==> src/rtl/key_debounce_port.sv <==
// key_debounce_port
//
// Input stage for the general-purpose input ports of the MCU. Raw push-button
// inputs are normalised to "1 = pressed" and passed through a two-flop
// synchroniser. Each key is then debounced against a shared sample-tick
// prescaler, and every press latches a sticky event bit. Firmware clears
// events with a per-key clear vector.
//
// Optional feature (compile-time macro KEY_AUTOREPEAT_EN):
//   While a key stays pressed, its event bit is set again after REPEAT_DELAY
//   sample ticks and then every REPEAT_RATE ticks. With the macro undefined,
//   events are raised only on press edges.
//
// Parameters:
//   N_KEYS       number of keys (1..8)
//   ACTIVE_LOW   1: a raw key reads 0 when pressed; 0: it reads 1 when pressed
//   SAMPLE_DIV   clk cycles per sample tick
//   STABLE_CNT   consecutive disagreeing ticks needed to flip the debounced level
//   REPEAT_DELAY ticks held before the first auto-repeat (macro builds only)
//   REPEAT_RATE  ticks between later auto-repeats (macro builds only)
//
// Ports:
//   clk      in   system clock
//   reset    in   synchronous, active-high reset
//   key_sw   in   [N_KEYS-1:0] raw asynchronous button inputs
//   evt_clr  in   [7:0] bit i high clears press event i (bits >= N_KEYS ignored)
//   port_in  out  [15:0] {sticky events[7:0], debounced levels[7:0]},
//                 bits for keys >= N_KEYS read 0
//   key_irq  out  registered OR of all event bits

module key_debounce_port #(
  parameter int N_KEYS       = 4,
  parameter int ACTIVE_LOW   = 1,
  parameter int SAMPLE_DIV   = 50000,
  parameter int STABLE_CNT   = 10,
  parameter int REPEAT_DELAY = 500,
  parameter int REPEAT_RATE  = 100
) (
  input  logic              clk,
  input  logic              reset,
  input  logic [N_KEYS-1:0] key_sw,
  input  logic [7:0]        evt_clr,
  output logic [15:0]       port_in,
  output logic              key_irq
);

  // ------------------------------------------------------------------------
  // Derived widths and constants
  // ------------------------------------------------------------------------
  localparam int PW = (SAMPLE_DIV > 1) ? $clog2(SAMPLE_DIV) : 1;
  localparam int CW = ($clog2(STABLE_CNT + 1) > 0) ? $clog2(STABLE_CNT + 1) : 1;

  localparam logic [PW-1:0] PRESC_LAST = PW'(SAMPLE_DIV - 1);
  localparam logic [CW-1:0] CNT_LAST   = CW'(STABLE_CNT - 1);

  // Keys that exist; everything above reads as zero.
  localparam logic [8:0] KEY_MASK9 = (9'd1 << N_KEYS) - 9'd1;
  localparam logic [7:0] KEY_MASK  = KEY_MASK9[7:0];

  // ------------------------------------------------------------------------
  // Normalisation and synchronisation
  // ------------------------------------------------------------------------
  logic [N_KEYS-1:0] pressed;
  logic [N_KEYS-1:0] sync1_q;
  logic [N_KEYS-1:0] sync2_q;

  assign pressed = (ACTIVE_LOW != 0) ? ~key_sw : key_sw;

  // The synchroniser resets to "released" so that a key held through reset
  // is treated as a fresh press once reset drops.
  always_ff @(posedge clk) begin
    if (reset) begin
      sync1_q <= '0;
      sync2_q <= '0;
    end else begin
      sync1_q <= pressed;
      sync2_q <= sync1_q;
    end
  end

  // ------------------------------------------------------------------------
  // Sample-tick prescaler: counts 0..SAMPLE_DIV-1, tick on the last count
  // ------------------------------------------------------------------------
  logic [PW-1:0] presc_q;
  logic [PW-1:0] presc_d;
  logic          tick;

  assign tick = (presc_q == PRESC_LAST);

  always_comb begin
    presc_d = presc_q + 1'b1;
    if (tick) begin
      presc_d = '0;
    end
  end

  always_ff @(posedge clk) begin
    if (reset) begin
      presc_q <= '0;
    end else begin
      presc_q <= presc_d;
    end
  end

  // ------------------------------------------------------------------------
  // Per-key debounce
  //
  // On each tick a key whose synchronised value disagrees with its debounced
  // level advances its counter; any agreeing tick restarts the count, so
  // bouncing contacts never accumulate. The level flips on the tick that
  // completes STABLE_CNT consecutive disagreements, and the counter never
  // reaches STABLE_CNT itself.
  // ------------------------------------------------------------------------
  logic [N_KEYS-1:0] level_q;
  logic [N_KEYS-1:0] level_d;
  logic [CW-1:0]     cnt_q [N_KEYS];
  logic [CW-1:0]     cnt_d [N_KEYS];
  logic [N_KEYS-1:0] rise;
  logic [N_KEYS-1:0] fall;

  always_comb begin
    level_d = level_q;
    for (int i = 0; i < N_KEYS; i++) begin
      cnt_d[i] = cnt_q[i];
      if (tick) begin
        if (sync2_q[i] == level_q[i]) begin
          cnt_d[i] = '0;
        end else if (cnt_q[i] == CNT_LAST) begin
          level_d[i] = sync2_q[i];
          cnt_d[i]   = '0;
        end else begin
          cnt_d[i] = cnt_q[i] + 1'b1;
        end
      end
    end
  end

  assign rise = level_d & ~level_q;
  assign fall = level_q & ~level_d;

  always_ff @(posedge clk) begin
    if (reset) begin
      level_q <= '0;
      for (int i = 0; i < N_KEYS; i++) begin
        cnt_q[i] <= '0;
      end
    end else begin
      level_q <= level_d;
      for (int i = 0; i < N_KEYS; i++) begin
        cnt_q[i] <= cnt_d[i];
      end
    end
  end

  // ------------------------------------------------------------------------
  // Auto-repeat
  // ------------------------------------------------------------------------
  logic [N_KEYS-1:0] rep_fire;

`ifdef KEY_AUTOREPEAT_EN
  localparam int REP_MAX = (REPEAT_DELAY > REPEAT_RATE) ? REPEAT_DELAY : REPEAT_RATE;
  localparam int RW      = ($clog2(REP_MAX + 1) > 0) ? $clog2(REP_MAX + 1) : 1;

  localparam logic [RW-1:0] REP_DELAY_LAST = RW'(REPEAT_DELAY - 1);
  localparam logic [RW-1:0] REP_RATE_LAST  = RW'(REPEAT_RATE - 1);

  logic [RW-1:0]     rep_cnt_q [N_KEYS];
  logic [RW-1:0]     rep_cnt_d [N_KEYS];
  // Per-key threshold select: 0 = waiting for the first repeat (REPEAT_DELAY),
  // 1 = in steady repeat (REPEAT_RATE).
  logic [N_KEYS-1:0] rep_rate_q;
  logic [N_KEYS-1:0] rep_rate_d;
  logic [RW-1:0]     rep_last;

  // The counter counts ticks since the press edge (or since the last repeat);
  // the tick that would bring it to the threshold fires the repeat and
  // restarts the count. A release edge wins over a coincident repeat.
  always_comb begin
    rep_fire   = '0;
    rep_rate_d = rep_rate_q;
    rep_last   = REP_DELAY_LAST;
    for (int i = 0; i < N_KEYS; i++) begin
      rep_cnt_d[i] = rep_cnt_q[i];
      rep_last     = rep_rate_q[i] ? REP_RATE_LAST : REP_DELAY_LAST;
      if (!level_q[i] || fall[i]) begin
        rep_cnt_d[i]  = '0;
        rep_rate_d[i] = 1'b0;
      end else if (tick) begin
        if (rep_cnt_q[i] == rep_last) begin
          rep_fire[i]   = 1'b1;
          rep_cnt_d[i]  = '0;
          rep_rate_d[i] = 1'b1;
        end else begin
          rep_cnt_d[i] = rep_cnt_q[i] + 1'b1;
        end
      end
    end
  end

  always_ff @(posedge clk) begin
    if (reset) begin
      rep_rate_q <= '0;
      for (int i = 0; i < N_KEYS; i++) begin
        rep_cnt_q[i] <= '0;
      end
    end else begin
      rep_rate_q <= rep_rate_d;
      for (int i = 0; i < N_KEYS; i++) begin
        rep_cnt_q[i] <= rep_cnt_d[i];
      end
    end
  end
`else
  assign rep_fire = '0;

  // The repeat settings have no effect in this build.
  logic unused_repeat_cfg;
  assign unused_repeat_cfg = (REPEAT_DELAY > 0) ^ (REPEAT_RATE > 0);
`endif

  // ------------------------------------------------------------------------
  // Sticky events and interrupt
  //
  // Events are kept as a full 8-bit vector so the clear vector maps one to
  // one; bits of absent keys are masked to zero. A set in the same cycle as
  // a clear wins so that no press is lost.
  // ------------------------------------------------------------------------
  logic [7:0] evt_q;
  logic [7:0] evt_d;
  logic [7:0] evt_set;
  logic [7:0] level8;
  logic       key_irq_q;

  always_comb begin
    evt_set               = '0;
    evt_set[N_KEYS-1:0]   = rise | rep_fire;
    evt_d                 = ((evt_q & ~evt_clr) | evt_set) & KEY_MASK;
  end

  always_ff @(posedge clk) begin
    if (reset) begin
      evt_q     <= '0;
      key_irq_q <= 1'b0;
    end else begin
      evt_q     <= evt_d;
      key_irq_q <= |evt_q;
    end
  end

  always_comb begin
    level8              = '0;
    level8[N_KEYS-1:0]  = level_q;
  end

  assign port_in = {evt_q, level8};
  assign key_irq = key_irq_q;

endmodule
==> config.mk <==
export PLATFORM = sky130hd
export DESIGN_NAME = key_debounce_port
export DESIGN_NICKNAME = d
export VERILOG_FILES = /design/src/rtl/key_debounce_port.sv
export SDC_FILE = /design/constraint.sdc
export NUM_CORES = 1
export LEC_CHECK = 0
export BUFFER_PORTS_ARGS = -buffer_cell sky130_fd_sc_hd__buf_2
export CAP_MARGIN = 20
export CORE_MARGIN = 8
export CORE_UTILIZATION = 56
export DETAILED_ROUTE_END_ITERATION = 16
export PLACE_DENSITY = 0.78
export SLEW_MARGIN = 20
export SYNTH_ARGS = -nofsm -noshare
export SYNTH_HDL_FRONTEND = slang
export SYNTH_SLANG_ARGS = --single-unit
==> constraint.sdc <==
create_clock -name clk -period 2.51 [get_ports clk]
set_input_delay 0.502 -clock clk [delete_from_list [all_inputs] [get_ports clk]]
set_output_delay 0.502 -clock clk [all_outputs]
set_load 0.02 [all_outputs]
# After elaboration in Yosys (flattened, before gate mapping)
# Memory sizes are Yosys's and may differ from the RTL's.
# Index checks and enable logic that the tools add are counted.
# totals
output_inout_bits	17
ram_bits	16
reg_bits	33
memories	1
# memory_table
name	words	width	read_ports	rd_ports_with_merged_regs	wr	line	text
cnt_q	4	4	4	0	4	116	logic [CW-1:0] cnt_q [N_KEYS];
# op_classes
n_addsub	5
reduce_logical	2
eq_ne	9
muxes	31
bitwise_logic	10
# ops
cell	n
2-to-1 mux 4 bit	16
adder 16 x 1 -> 16 bit, second input constant	1
adder 4 x 1 -> 4 bit, second input constant	4
== test 16 bit, second input constant	1
== test 4 bit, second input constant	4
2-to-1 mux 1 bit	15
inverter 4 bit	3
bitwise AND 4 bit	2
OR reduction 8 bit	1
== test 1 bit	4
OR 1 bit	4
OR 4 bit	1
OR reduction 2 bit	1

# Depth between registers and ports, before layout
# Gate-level depths: netlist of the first run.
# An unclocked memory read counts as a cell.
# depth
depth_word	7
mapped_depth	7
mapped_depth_nobuf	6

# Worst setup path before layout of the first run
# No wires, ideal clock.
# synth_path
path_type	register to register
from	register presc_q[4]
to	memory cnt_q[0][2] in the netlist's numbering
setup_slack_ps	532
path_stages_with_launch	7
t_required_ps	2378
synth_period_minus_slack_ps	1978
setup_ps	132
arrival_ps	1845
path_buffers	2
cell_sequence	dfxtp_1 > or4b_4 > or4_4 > buf_6 > buf_8 > o21ai_2 > a21oi_1
# synth_lines
element	line	text
from (decl)	84	logic [PW-1:0] presc_q;
from (signal assigned)	101	presc_q <= presc_d;
to (decl)	116	

==> results of run 1 <==
[synthesized netlist by cell type (4+ instances only)]
library cell	instances	share of area (%)
nand4b_1	8	3.1
a21bo_2	4	1.8
o32ai_1	4	1.5
ha_1	9	4.9
and3b_1	4	1.5
nand2b_1	4	1.1
nor2_1	24	3.9
xor2_1	6	2.3
nand3b_1	8	2.6
clkbuf_1	5	0.82
xnor2_1	10	3.8
buf_4	9	3.0
nor2b_1	4	1.1
a21oi_1	22	4.8
nand4_1	6	1.6
nand3_1	14	3.1
or3_1	5	1.4
nor3_1	6	1.3
nand2_1	11	1.8
dfxtp_1	49	43
o31ai_1	5	1.6
inv_1	9	1.5
[per-stage QoR]
| step | utilization [%] | cells | instance area (sq um) | power [uW] | hold slack, ps |
|---|---|---|---|---|---|
| 2_1_floorplan | - | 255 | 2310 | 859 | 413 |
| 3_3_place_gp | 59.5 | 308 | 2360 | 862 | 417 |
| 3_5_place_dp | 59.5 | 308 | 2360 | 863 | 431 |
| 4_1_cts | 62.6 | 316 | 2480 | 1440 | 329 |
| 5_1_grt | 62.6 | 316 | 2480 | 1480 | 327 |
| 6_report | 62.6 | 316 | 2480 | 1420 | 343 |
[worst register-to-register path, delay by kind of cell (launching register included)]
family / cells / cell delay (ps)
compound gates: 2 / 290
flops: 1 / 370
simple gates: 2 / 1250
[power by group through the flow]
stage               combinational, uW  sequential [uW]  clock, uW
floorplan                        49.7              810          0
global placement                 51.3              811          0
detailed placement               52.1              811          0
CTS                              52.1              793        598
global route                     57.3              795        628
finish                           51.9              793        579
[layer usage]
metal / vias up / GRT usage (%) / routed length [um]
met5: - / 0 / 0
met4: 0 / 4.55 / 49
met3: 6 / 4.28 / 223
met2: 49 / 19.9 / 1760
met1: 809 / 16.0 / 1920
li1: 894 / - / -
[how the worst max path moves through the flow]
stage / startpoint / end / depth (start not counted)
final: presc_q[4] / cnt_q[3][3] / 4
after global placement: presc_q[4] / presc_q[15] / 4
after detailed placement: presc_q[4] / presc_q[11] / 4
after global routing: presc_q[4] / cnt_q[3][3] / 4
after floorplan: presc_q[4] / cnt_q[0][2] / 6
after CTS: presc_q[4] / presc_q[15] / 4
[sequential cells by signal (all words and copies together) (netlist names)]
name,flops
level_q,4
presc_q,16
cnt_q,16
key_irq,1
sync2_q,4
sync1_q,4
evt_q,4
[area by class of cell]
type,instances,area [sq um]
Fill cell,338,1490
Multi-Input combinational cell,179,1170
Sequential cell,49,981
Timing Repair Buffer,21,113
Clock buffer,6,82.6
Tap cell,50,62.6
Clock inverter,2,37.5
Inverter,9,33.8
[cell usage in the layout (no fill, tap or decap), types with 6 or more instances in the layout]
master and instances:
nor2_1 24, buf_2 18, ha_1 9, a21oi_1 22
nand3_1 14, nand4_1 6, dfxtp_1 49, nand2_1 11
xnor2_1 10, clkbuf_8 6, nand3b_1 8, xor2_1 6
nand4b_1 8, nor3_1 6, inv_1 9, conb_1 8
[cells by family after synthesis]
kind of cell	synth area share, %
flip-flops	42.9
XOR/XNOR	6.13
AO/OA/AOI/OAI	11.2
AND/OR/NAND/NOR	27.9
buffers and inverters	6.84
adder cells (fa/ha/maj)	4.93
other	0.164
==> results.toml, run 1 <==
[outcome]
status = "finished, final reports clean"

[floorplan]
core_sq_um = 3970
rows = 23
initial_core_util_pct = 57.6
die_w_um = 79.9
die_y_um = 79.9
die_area_sq_um = 6380
ios = 31

[power]
clockPowerShare_pct = 40.7
switching_share_pct = 20.8
sequentialPowerShare_pct = 55.7
irDropWorstVdd_mv = 0.580
powerDensity_nw_per_um2 = 573
power.leakage_uw = 0.000930
p_int_uw = 1130
switching_power_uw = 296
power_frac_comb_pct = 3.6

[min_path]
whs_endpoint = "sync1_q[3]"
holdPathStages = 2
hp-start = "key_sw[3]"
min_path_type = "in -> reg"

[clock_tree]
cts.hold.buffers_added = 0
clock_latency_ps = 290
root_buffer = "clkbuf_8"
htreeDepth = 2
cts_tree = "done"
cts_resized = 0
cts_setup_buffers = 0
clockBufferDepth = 2
clock_sinks = 49
cts_buffers = 5
clkTransAtPathRegs_ps = 90

[critical_path]
path_cells = "or4b_4, or4_4, a21oi_1, o32ai_1"
ff2ff_path_depth = 4
r2r-start = "presc_q[4]"
crit_fanout = 17
crit_buf_inv = 0
cp.required_ps = 2690
cp_top_family = "simple AND/OR/NAND/NOR gates"
crit_arrival_ps = 2200
rr_endpoint = "cnt_q[3][3]"
startpoint_type = "flip-flop"
cp_slowest_stage_delay_ps = 670
end_kind = "flip-flop"
slowest_stage = "or4_4"
path_class = "reg -> reg"
reg2reg_slack_ps = 490

[layout]
layout-drive-gt1-share_pct = 15.8
syn_to_final_growth_pct = 8.70
antennaDiodeCount = 0
nNetsFinal = 288

[timing]
final_hold_viol_count = 0
worst_slack_ps = 488
period_needed_ps = 2020
finalClockSkew_ps = 5.62
timing.final.max_slew_violations = 0
fmax_mhz = 494
rsz0062_at_grt = "false"
setup_viol = 0
period_share_pct = 80.6
tns_ps = 0

[yosys]
ys_seq_area_share_pct = 42.9
synth_edf_count = 0
syn_avg_cell_area_sq_um = 9.22
synth_flop_cell = "dfxtp_1"
synthCells = 248
ys_warn_count = 0
synthArstFlopShare_pct = 0
ys_types = 37
syn_area_sq_um = 2290
ys_ff_latch = 49

[placed_design]
dp_hpwl_um = 2760
finalWeightedCongestion = 0.822
dpl_worst_slack_ps = 502
io_buffer_count = 18

[grt]
overflow = 0
grt_pass1_wl_um = 6740
grt_use_total_pct = 12.8
grt_max_degree = 24
grt_antenna_before_repair = 0
first_global_vias = 1532

[drt]
drc = 0
dr.pass1.iters = 4
detail-route-antenna-nets = 0
drt_wl_total_um = 3960
vias_per_cell = 5.56
drt_iter0_markers = 96
vias = 1758
avgRoutedWirePerCell_um = 12.5

[job]
max_cap_violations = 0
(Power assumes the default switching activity.)
==> inputs of run 2 (changes only) <==
Settings changed: CORE_UTILIZATION 56 to 51, PLACE_DENSITY 0.78 to 0.75.
Clock period 2.51 ns to 1.6 ns, I/O delays scaled along.
==> run 2 against run 1 <==
The run now ends with negative setup slack left; maximum frequency is 2.1% higher; setup slack worse by 870 ps; clock skew is 6.1 ps higher; largest power group unchanged; highest routed layer unchanged.
==> results.toml, run 2 (same netlist as run 1, synthesis figures left out) <==
[critical_path]
cp_slowest_stage_delay_ps = 580
crit_buf_inv = 1
startpoint_type = "flip-flop"
ff2ff_path_depth = 5
rr_endpoint = "cnt_q[0][0]"
cp.depth = 5
cp.required_ps = 1790
crit_fanout = 8
end_kind = "flip-flop"
reg2reg_slack_ps = -380
critPathLaunch = "presc_q[4]"
cp_top_family = "simple AND/OR/NAND/NOR gates"
crit_arrival_ps = 2170
path_class = "reg -> reg"
slowest_stage = "or4_4"
setup.worst_path.end = "cnt_q[0][0]"
path_cells = "or4b_4, buf_4, or4_4, nand3b_1, o31ai_2"
r2r-start = "presc_q[4]"

[layout]
antennaDiodeCount = 0
final_common_cell = "dfxtp_1"
syn_to_final_growth_pct = 23.6
final_cell_mix = "dfxtp_1 (46), nor2_1 (24), buf_4 (22), buf_2 (18), a21oi_1 (15)"
layout-drive-gt1-share_pct = 29.6
biggestRegsByFlops = "cnt_q x16, presc_q x16"
nNetsFinal = 316
layoutNonFillerInstCount = 346

[floorplan]
ios = 31
rows = 24
die_w_um = 83.0
die_y_um = 83.0
die_area_sq_um = 6880
core_sq_um = 4320
initial_core_util_pct = 52.9

[timing]
rsz0062_at_grt = "true"
final_hold_viol_count = 0
timing.final.max_slew_violations = 0
period_share_pct = 124
period_needed_ps = 1980
tns_ps = -12170
finalClockSkew_ps = 11.8
fmax_mhz = 505
setup_viol = 39
worst_slack_ps = -381

[job]
max_cap_violations = 0

[clock_tree]
cts_tree = "done"
clock_sinks = 49
root_buffer = "clkbuf_8"
clockBufferDepth = 2
cts.hold.buffers_added = 0
cts_buffers = 5
clkTransAtPathRegs_ps = 100
clock_latency_ps = 310
htreeDepth = 2

[placed_design]
place_inst = 330
finalWeightedCongestion = 0.882
dp_hpwl_um = 3330
dpl_worst_slack_ps = -368
io_buffer_count = 18

[min_path]
min_path_type = "in -> reg"

[grt]
overflow = 0
grt_use_total_pct = 14.9
grt_antenna_before_repair = 0
grt_max_degree = 29
first_global_vias = 1918
grt_pass1_wl_um = 8810

[drt]
detail-route-antenna-nets = 0
dr.pass1.iters = 4
drt_iter0_markers = 115
drt_wl_total_um = 5140
vias = 1898
vias_per_cell = 5.49
avgRoutedWirePerCell_um = 14.8
drc = 0

[outcome]
status = "complete, but fails checks"
failed_checks = "negative setup slack"

[power]
power.leakage_uw = 0.00108
irDropWorstVdd_mv = 0.560
powerDensity_nw_per_um2 = 747
total_power_uw = 2110
## run 2: report_power, final
part | switching (uW) | internal (uW) | leakage, uW
logic | 61.8 | 33.6 | 0.000634
clock network | 453 | 319 | 0.0000452
registers | 8.42 | 1230 | 0.000398
total | 523 | 1590 | 0.00108
## run 2: area by class of cell
class	instances	area, sq um
Clock inverter	3	25.0
Fill cell	355	1500
Inverter	9	33.8
Timing Repair Buffer	47	384
Tap cell	52	65.1
Multi-Input combinational cell	181	1260
Clock buffer	5	68.8
Sequential cell	49	985
## run 2: metal layers
metal | track usage (%) | part of all wire, % | up-vias
met5 | 0 | 0 | -
met4 | 6.07 | 1.5 | 0
met3 | 4.39 | 5.3 | 8
met2 | 24.0 | 47 | 43
met1 | 18.1 | 46 | 888
li1 | - | - | 959
## run 2: what timing repair did
action / 4_1_cts / 5_1_grt
setup buffers: 3 / 1
cloned: 4 / 0
hold endpoints to repair: 0 / 0
endpoints found under the setup margin: 39 / 39
gates resized for setup: 17 / 6
pin swaps: 14 / 12
## run 2: stage by stage
stage,hold WS (ps),util (%),cell area [sq um]
2_1_floorplan,387,-,2330
3_3_place_gp,420,58.8,2540
3_5_place_dp,428,58.8,2540
4_1_cts,141,64.6,2790
5_1_grt,138,65.4,2830
6_report,149,65.4,2830
## run 2: worst min-delay path by stage
stage                     startpoint          to  slack, ps  depth (start not counted)
after floorplan            key_sw[3]  sync1_q[3]        390                          1
after detailed placement  sync1_q[1]  sync2_q[1]        430                          1
after CTS                  key_sw[1]  sync1_q[1]        140                          2
after global placement    sync1_q[2]  sync2_q[2]        420                          1
final                      key_sw[0]  sync1_q[0]        150                          2
after global routing       key_sw[2]  sync1_q[2]        140                          2
